$ cat config.mk
export PLATFORM = sky130hd
export DESIGN_NAME = mmcm_drp_sequencer
export DESIGN_NICKNAME = d
export VERILOG_FILES = /design/src/rtl/sonata_drp_pkg.sv /design/src/rtl/sync_2ff.sv /design/src/rtl/mmcm_drp_sequencer.sv
export SDC_FILE = /design/constraint.sdc
export NUM_CORES = 1
export LEC_CHECK = 0
export ABC_AREA = 1
export BUFFER_PORTS_ARGS = -buffer_cell sky130_fd_sc_hd__buf_2
export CAP_MARGIN = 20
export CORE_MARGIN = 5
export CORE_UTILIZATION = 55
export DETAILED_ROUTE_END_ITERATION = 6
export GPL_ROUTABILITY_DRIVEN = 0
export PLACE_DENSITY = 0.76
export SYNTH_ARGS = -nofsm -noshare
export SYNTH_HDL_FRONTEND = slang
export SYNTH_SLANG_ARGS = --single-unit
$ cat constraint.sdc
create_clock -name clk_usb -period 2.6 [get_ports clk_usb]
set_clock_uncertainty 0.05 [all_clocks]
set_input_delay 0.52 -clock clk_usb [delete_from_list [all_inputs] [get_ports clk_usb]]
set_output_delay 0.52 -clock clk_usb [all_outputs]
set_load 0.03 [all_outputs]
$ cat src/rtl/sonata_drp_pkg.sv
// Shared types for the MMCM DRP sequencer: FSM states, table entry layout, error codes.
// Optional build macro SONATA_DRP_SEQ_TIMEOUT_EN (default: undefined, waits are unbounded).
package sonata_drp_pkg;

  typedef enum logic [2:0] {
    IDLE,
    RST_ON,
    RD,
    RD_WAIT,
    WR,
    WR_WAIT,
    RST_OFF,
    LOCK_WAIT
  } drp_state_e;

  typedef struct packed {
    logic [6:0]  addr;
    logic [15:0] mask;
    logic [15:0] data;
  } drp_entry_t;

  localparam logic [1:0] ERR_NONE     = 2'd0;
  localparam logic [1:0] ERR_RD_TMO   = 2'd1;
  localparam logic [1:0] ERR_WR_TMO   = 2'd2;
  localparam logic [1:0] ERR_LOCK_TMO = 2'd3;

  // Value of the hold counter at which mmcm_rst has been high for 3 cycles.
  localparam logic [1:0] RST_HOLD_LAST = 2'd2;

`ifdef SONATA_DRP_SEQ_TIMEOUT_EN
  localparam bit TIMEOUT_EN = 1'b1;
`else
  localparam bit TIMEOUT_EN = 1'b0;
`endif

  // Mask bit 1 keeps the current DRP bit, 0 takes the new data bit.
  function automatic logic [15:0] rmw_merge(input logic [15:0] cur, input logic [15:0] mask,
                                            input logic [15:0] data);
    return (cur & mask) | (data & ~mask);
  endfunction

endpackage

$ cat src/rtl/sync_2ff.sv
// Two-flop synchroniser for a single asynchronous level (MMCM LOCKED).
module sync_2ff (
  input  logic clk,
  input  logic rst,
  input  logic d,
  output logic q
);

  logic meta_reg;

  always_ff @(posedge clk or posedge rst) begin
    if (rst) begin
      meta_reg <= 1'b0;
      q        <= 1'b0;
    end else begin
      meta_reg <= d;
      q        <= meta_reg;
    end
  end

endmodule

$ cat src/rtl/mmcm_drp_sequencer.sv
// Runs a host-loaded table of DRP read-modify-writes with the MMCM held in reset, then waits for lock.
// Build macro SONATA_DRP_SEQ_TIMEOUT_EN adds DRDY/lock timeouts reported through error/err_code.
module mmcm_drp_sequencer
  import sonata_drp_pkg::*;
#(
  parameter int pDEPTH = 8,
  parameter int pIDX_W = $clog2(pDEPTH),
  parameter int pTMO_W = 16
) (
  input  logic              clk_usb,
  input  logic              reset_i,
  input  logic              tbl_we,
  input  logic [pIDX_W-1:0] tbl_idx,
  input  logic [6:0]        tbl_addr,
  input  logic [15:0]       tbl_mask,
  input  logic [15:0]       tbl_data,
  input  logic [pIDX_W:0]   cfg_count,
  input  logic              start,
  output logic              busy,
  output logic              done,
  output logic              error,
  output logic [1:0]        err_code,
  output logic [6:0]        drp_addr,
  output logic [15:0]       drp_din,
  output logic              drp_den,
  output logic              drp_dwe,
  input  logic [15:0]       drp_dout,
  input  logic              drp_drdy,
  output logic              mmcm_rst,
  input  logic              mmcm_locked
);

  localparam logic [pIDX_W:0] DEPTH_L = (pIDX_W + 1)'(pDEPTH);

  drp_state_e          state_reg;
  logic [pIDX_W:0]     n_reg;
  logic [pIDX_W-1:0]   idx_reg;
  logic [1:0]          rst_hold_reg;
  logic                lock_sync;
  logic                tmo_hit;
  logic [pIDX_W:0]     n_clamped;
  drp_entry_t          entry;
  drp_entry_t          tbl_mem [pDEPTH];

  always_ff @(posedge clk_usb) begin
    if (tbl_we && !busy) begin
      tbl_mem[tbl_idx] <= '{addr: tbl_addr, mask: tbl_mask, data: tbl_data};
    end
  end

  assign entry     = tbl_mem[idx_reg];
  assign n_clamped = (cfg_count > DEPTH_L) ? DEPTH_L : cfg_count;

  sync_2ff u_lock_sync (
    .clk (clk_usb),
    .rst (reset_i),
    .d   (mmcm_locked),
    .q   (lock_sync)
  );

`ifdef SONATA_DRP_SEQ_TIMEOUT_EN
  // Counter restarts on every state entry; tmo_cur is the cycle count within the current state.
  logic [pTMO_W-1:0] tmo_reg;
  logic [pTMO_W-1:0] tmo_cur;
  drp_state_e        state_prev_reg;

  assign tmo_cur = (state_reg != state_prev_reg) ? '0 : tmo_reg;
  assign tmo_hit = TIMEOUT_EN && (tmo_cur == '1);

  always_ff @(posedge clk_usb or posedge reset_i) begin
    if (reset_i) begin
      tmo_reg        <= '0;
      state_prev_reg <= IDLE;
    end else begin
      state_prev_reg <= state_reg;
      tmo_reg        <= (tmo_cur == '1) ? tmo_cur : tmo_cur + pTMO_W'(1);
    end
  end
`else
  // Without the timeout option the waits never expire.
  assign tmo_hit = TIMEOUT_EN && (pTMO_W < 0);
`endif

  always_ff @(posedge clk_usb or posedge reset_i) begin
    if (reset_i) begin
      state_reg    <= IDLE;
      n_reg        <= '0;
      idx_reg      <= '0;
      rst_hold_reg <= '0;
      busy         <= 1'b0;
      done         <= 1'b0;
      error        <= 1'b0;
      err_code     <= ERR_NONE;
      drp_addr     <= '0;
      drp_din      <= '0;
      drp_den      <= 1'b0;
      drp_dwe      <= 1'b0;
      mmcm_rst     <= 1'b0;
    end else begin
      drp_den <= 1'b0;
      drp_dwe <= 1'b0;
      if (mmcm_rst && rst_hold_reg != 2'd3) rst_hold_reg <= rst_hold_reg + 2'd1;

      case (state_reg)
        IDLE: if (start) begin
          busy      <= 1'b1;
          done      <= 1'b0;
          error     <= 1'b0;
          err_code  <= ERR_NONE;
          n_reg     <= n_clamped;
          idx_reg   <= '0;
          state_reg <= RST_ON;
        end
        RST_ON: begin
          mmcm_rst     <= 1'b1;
          rst_hold_reg <= '0;
          state_reg    <= (n_reg == '0) ? RST_OFF : RD;
        end
        RD: begin
          drp_den   <= 1'b1;
          drp_addr  <= entry.addr;
          state_reg <= RD_WAIT;
        end
        RD_WAIT: begin
          if (drp_drdy) begin
            drp_din   <= rmw_merge(drp_dout, entry.mask, entry.data);
            state_reg <= WR;
          end else if (tmo_hit) begin
            error     <= 1'b1;
            err_code  <= ERR_RD_TMO;
            mmcm_rst  <= 1'b0;
            busy      <= 1'b0;
            state_reg <= IDLE;
          end
        end
        WR: begin
          drp_den   <= 1'b1;
          drp_dwe   <= 1'b1;
          state_reg <= WR_WAIT;
        end
        WR_WAIT: begin
          if (drp_drdy) begin
            idx_reg   <= idx_reg + pIDX_W'(1);
            state_reg <= ({1'b0, idx_reg} == n_reg - (pIDX_W + 1)'(1)) ? RST_OFF : RD;
          end else if (tmo_hit) begin
            error     <= 1'b1;
            err_code  <= ERR_WR_TMO;
            mmcm_rst  <= 1'b0;
            busy      <= 1'b0;
            state_reg <= IDLE;
          end
        end
        RST_OFF: if (rst_hold_reg >= RST_HOLD_LAST) begin
          mmcm_rst  <= 1'b0;
          state_reg <= LOCK_WAIT;
        end
        LOCK_WAIT: begin
          if (lock_sync) begin
            busy      <= 1'b0;
            done      <= 1'b1;
            state_reg <= IDLE;
          end else if (tmo_hit) begin
            error     <= 1'b1;
            err_code  <= ERR_LOCK_TMO;
            busy      <= 1'b0;
            state_reg <= IDLE;
          end
        end
        default: state_reg <= IDLE;
      endcase
    end
  end

endmodule

==> run_results.csv <==
group,metric,value,unit
synth,synth_largest_area_cell,"edfxtp_1",
cells_and_area,top_regs,"tbl_mem x312, drp_din x16, drp_addr x7",
floorplan,coreArea,27100,um2
synth,yosysSeqAreaShare,68.59,%
timing,hold_viol,0,
power,p_total,16500,uW
worst_setup_path,end_kind,"flop",
placement,portBuffers,95,
cells_and_area,drive_gt1_share,12.18,%
routing,num_vias,10280,
routing,ant_nets,0,
synth,synth_cell_types,30,
routing,drc,0,
clock_tree,cts_sinks,354,
clock_tree,clk_latency,0.52,ns
synth,synthTopCellsByArea,"edfxtp_1 (62%), nand2_1 (11%), dfrtp_1 (6.9%)",
timing,setup_viol,0,
clock_tree,cts_root_buf,"clkbuf_16",
timing,post-route-period-util,77.32,%
floorplan,start_util,56.06,%
worst_hold_path,hold_path_class,"input pin to flop",
cells_and_area,final_cells,1950,
synth,synth.top_cell.area_share,61.67,%
cells_and_area,area_growth,13.93,%
routing,wl_per_cell,17.09,um
clock_tree,ctsHtreeMaxLevel,2,
timing,rsz0062_at_grt,"no",
timing,tightestPinTransition,0.8507,ns
clock_tree,post_cts_buffers,0,
timing,layout_min_cycle_time,2.010,ns
synth,syn-mean-instance-area,10.48,um2
grt,grt_remaining_overflow,0,
worst_setup_path,critical_path_class,"flop to flop",
timing,slew_headroom,43.22,%
floorplan,rows,60,
placement,post-dp-hpwl,19270,um
worst_setup_path,required,2.95,ns
floorplan,fp.dieW,176.2,um
power,ir_drop,0.6134,mV
routing,wirelength,33320,um
clock_tree,clockBufferDepth,3,
timing,hold_ws,0.07239,ns
synth,netlist_instances,1450,
routing,viasPerCell,5.269,
cells_and_area,final_util,63.86,%
grt,grt_pass1_vias,10070,
placement,dp_cells,1880,
floorplan,ios,99,
clock_tree,cts_tree,"done",
routing,firstDrtPassIters,6,
worst_setup_path,start_kind,"flop",
flow_run,max_cap_violations,0,
timing,layout_setup_ws,0.5896,ns
routing,drt_iter0_markers,968,
power,p_per_area,953.6,nW/um2
cells_and_area,num-fill-cells,2057,
worst_setup_path,arrival,2.36,ns
status,status,"complete, no violations",
clock_tree,cts_buffers,37,
timing,fmax,497.4,MHz
synth,synth-seq-cells,354,
placement,dp_slack,0.5101,ns
floorplan,die-height,176.2,um
worst_setup_path,worst-path-max-fanout,37,
floorplan,die_area,31050,um2
clock_tree,clkTransAtPathRegs,0.06,ns
cells_and_area,nets,1624,
cells_and_area,largest_reg_flops,312,
synth,netlist_area,15190,um2
grt,grt_first_pass_wirelength,52450,um
grt,antenna_found_initial,3,
cells_and_area,top_register,"tbl_mem",
timing,slew_violations,0,
power,power.leakage,0.007539,uW
grt,grt.total_usage,21.33,%
grt,grt_max_degree,159,
synth,ys.warnings.count,0,
synthesized netlist by cell type (all sizes together):
cell type  instances
o31ai              1
a41oi              1
clkinv             1
xor2               1
dfrtp             42
nand3b             7
nor2              62
nor3               4
or2                1
xnor2              1
o21ai             40
conb               1
buf               55
nand2            465
a21oi              3
edfxtp           312
inv              228
nand3            191
clkbuf            11
o211ai            14
a211oi             1
ha                 8
logic make-up (layout without fill, tap and decap cells):
| group | Yosys count | in the layout | synth area share, % |
|---|---|---|---|
| compound gates | 60 | 60 | 2.265 |
| xor+xnor | 2 | 2 | 0.1153 |
| fa+ha+maj | 8 | 8 | 0.6589 |
| buf+inv | 295 | 419 | 8.434 |
| flops | 354 | 354 | 68.59 |
| other cells | 1 | 5 | 0.02468 |
| simple gates | 730 | 730 | 19.91 |
routing by layer:
metal  GRT usage, %  wire [um]
met3          3.833       2501
met1          28.60      13770
met2          35.94      16200
met5              0          7
met4          6.465        832
final timing paths:
path	start	endpoint	slack (ns)	depth (start not counted)
max	idx_reg[0]	drp_din[1]	0.59	9
max reg2reg	idx_reg[0]	drp_din[1]	0.59	9
min	mmcm_locked	u_lock_sync.meta_reg	0.07	1
min in group asynchronous	reset_i	drp_addr[5]	0.45	3
min reg2reg	u_lock_sync.meta_reg	u_lock_sync.q	0.30	0
max in group asynchronous	reset_i	idx_reg[0]	1.38	4
critical path, cell delays in order, from the launching register on:
cell     delay (ns)
dfrtp_4        0.50
inv_4          0.30
buf_4          0.43
nand2_1        0.11
nand3_1        0.09
nand3_1        0.11
nand2_1        0.11
nand2_1        0.06
nand3_1        0.06
nand2_1        0.06
cells in the final DEF, fill, tap and decap left out, types with 2 or more instances in the layout:
cell type	count
clkbuf_16	39
inv_1	224
nand3b_1	7
a21oi_1	3
edfxtp_1	312
nor3_1	2
inv_2	3
o21ai_0	38
clkbuf_1	8
o211ai_1	14
clkinv_1	8
buf_2	95
nand2_1	465
nor2_4	8
buf_12	7
nor2_1	53
nand3_1	191
diode_2	2
bufinv_16	4
buf_4	20
nor3_2	2
o21ai_1	2
ha_1	8
conb_1	3
dfrtp_1	40
clkinv_2	5
report_power, final:
group / total (uW) / switching, uW / internal, uW
logic: 4460 / 3140 / 1320
registers: 6790 / 194 / 6600
clock network: 5250 / 2090 / 3170
final cells by class:
cell class                      count  area [um2]  share of cell area (%)
Antenna cell                        2       5.005                 0.02892
Clock buffer                       48        1020                   5.892
Clock inverter                     19       196.4                   1.135
Inverter                          229       862.1                   4.981
Multi-Input combinational cell    803        3558                   20.56
Sequential cell                   354       10430                   60.23
Tap cell                          372       465.4                   2.689
Timing Repair Buffer              123       775.7                   4.482
stage by stage:
step | cell area [um2] | setup TNS (ns)
floorplan | 15200 | -91.47
global placement | 16080 | 0
detailed placement | 16080 | 0
CTS | 17300 | 0
global route | 17310 | 0
finish | 17310 | 0
repair_timing:
| item | CTS | global route |
|---|---|---|
| hold buffers | 1 | 0 |
| resized for setup | 0 | 0 |
| endpoints found under the hold margin | 13 | 0 |
No activity file was read; power rests on OpenSTA's default activity.
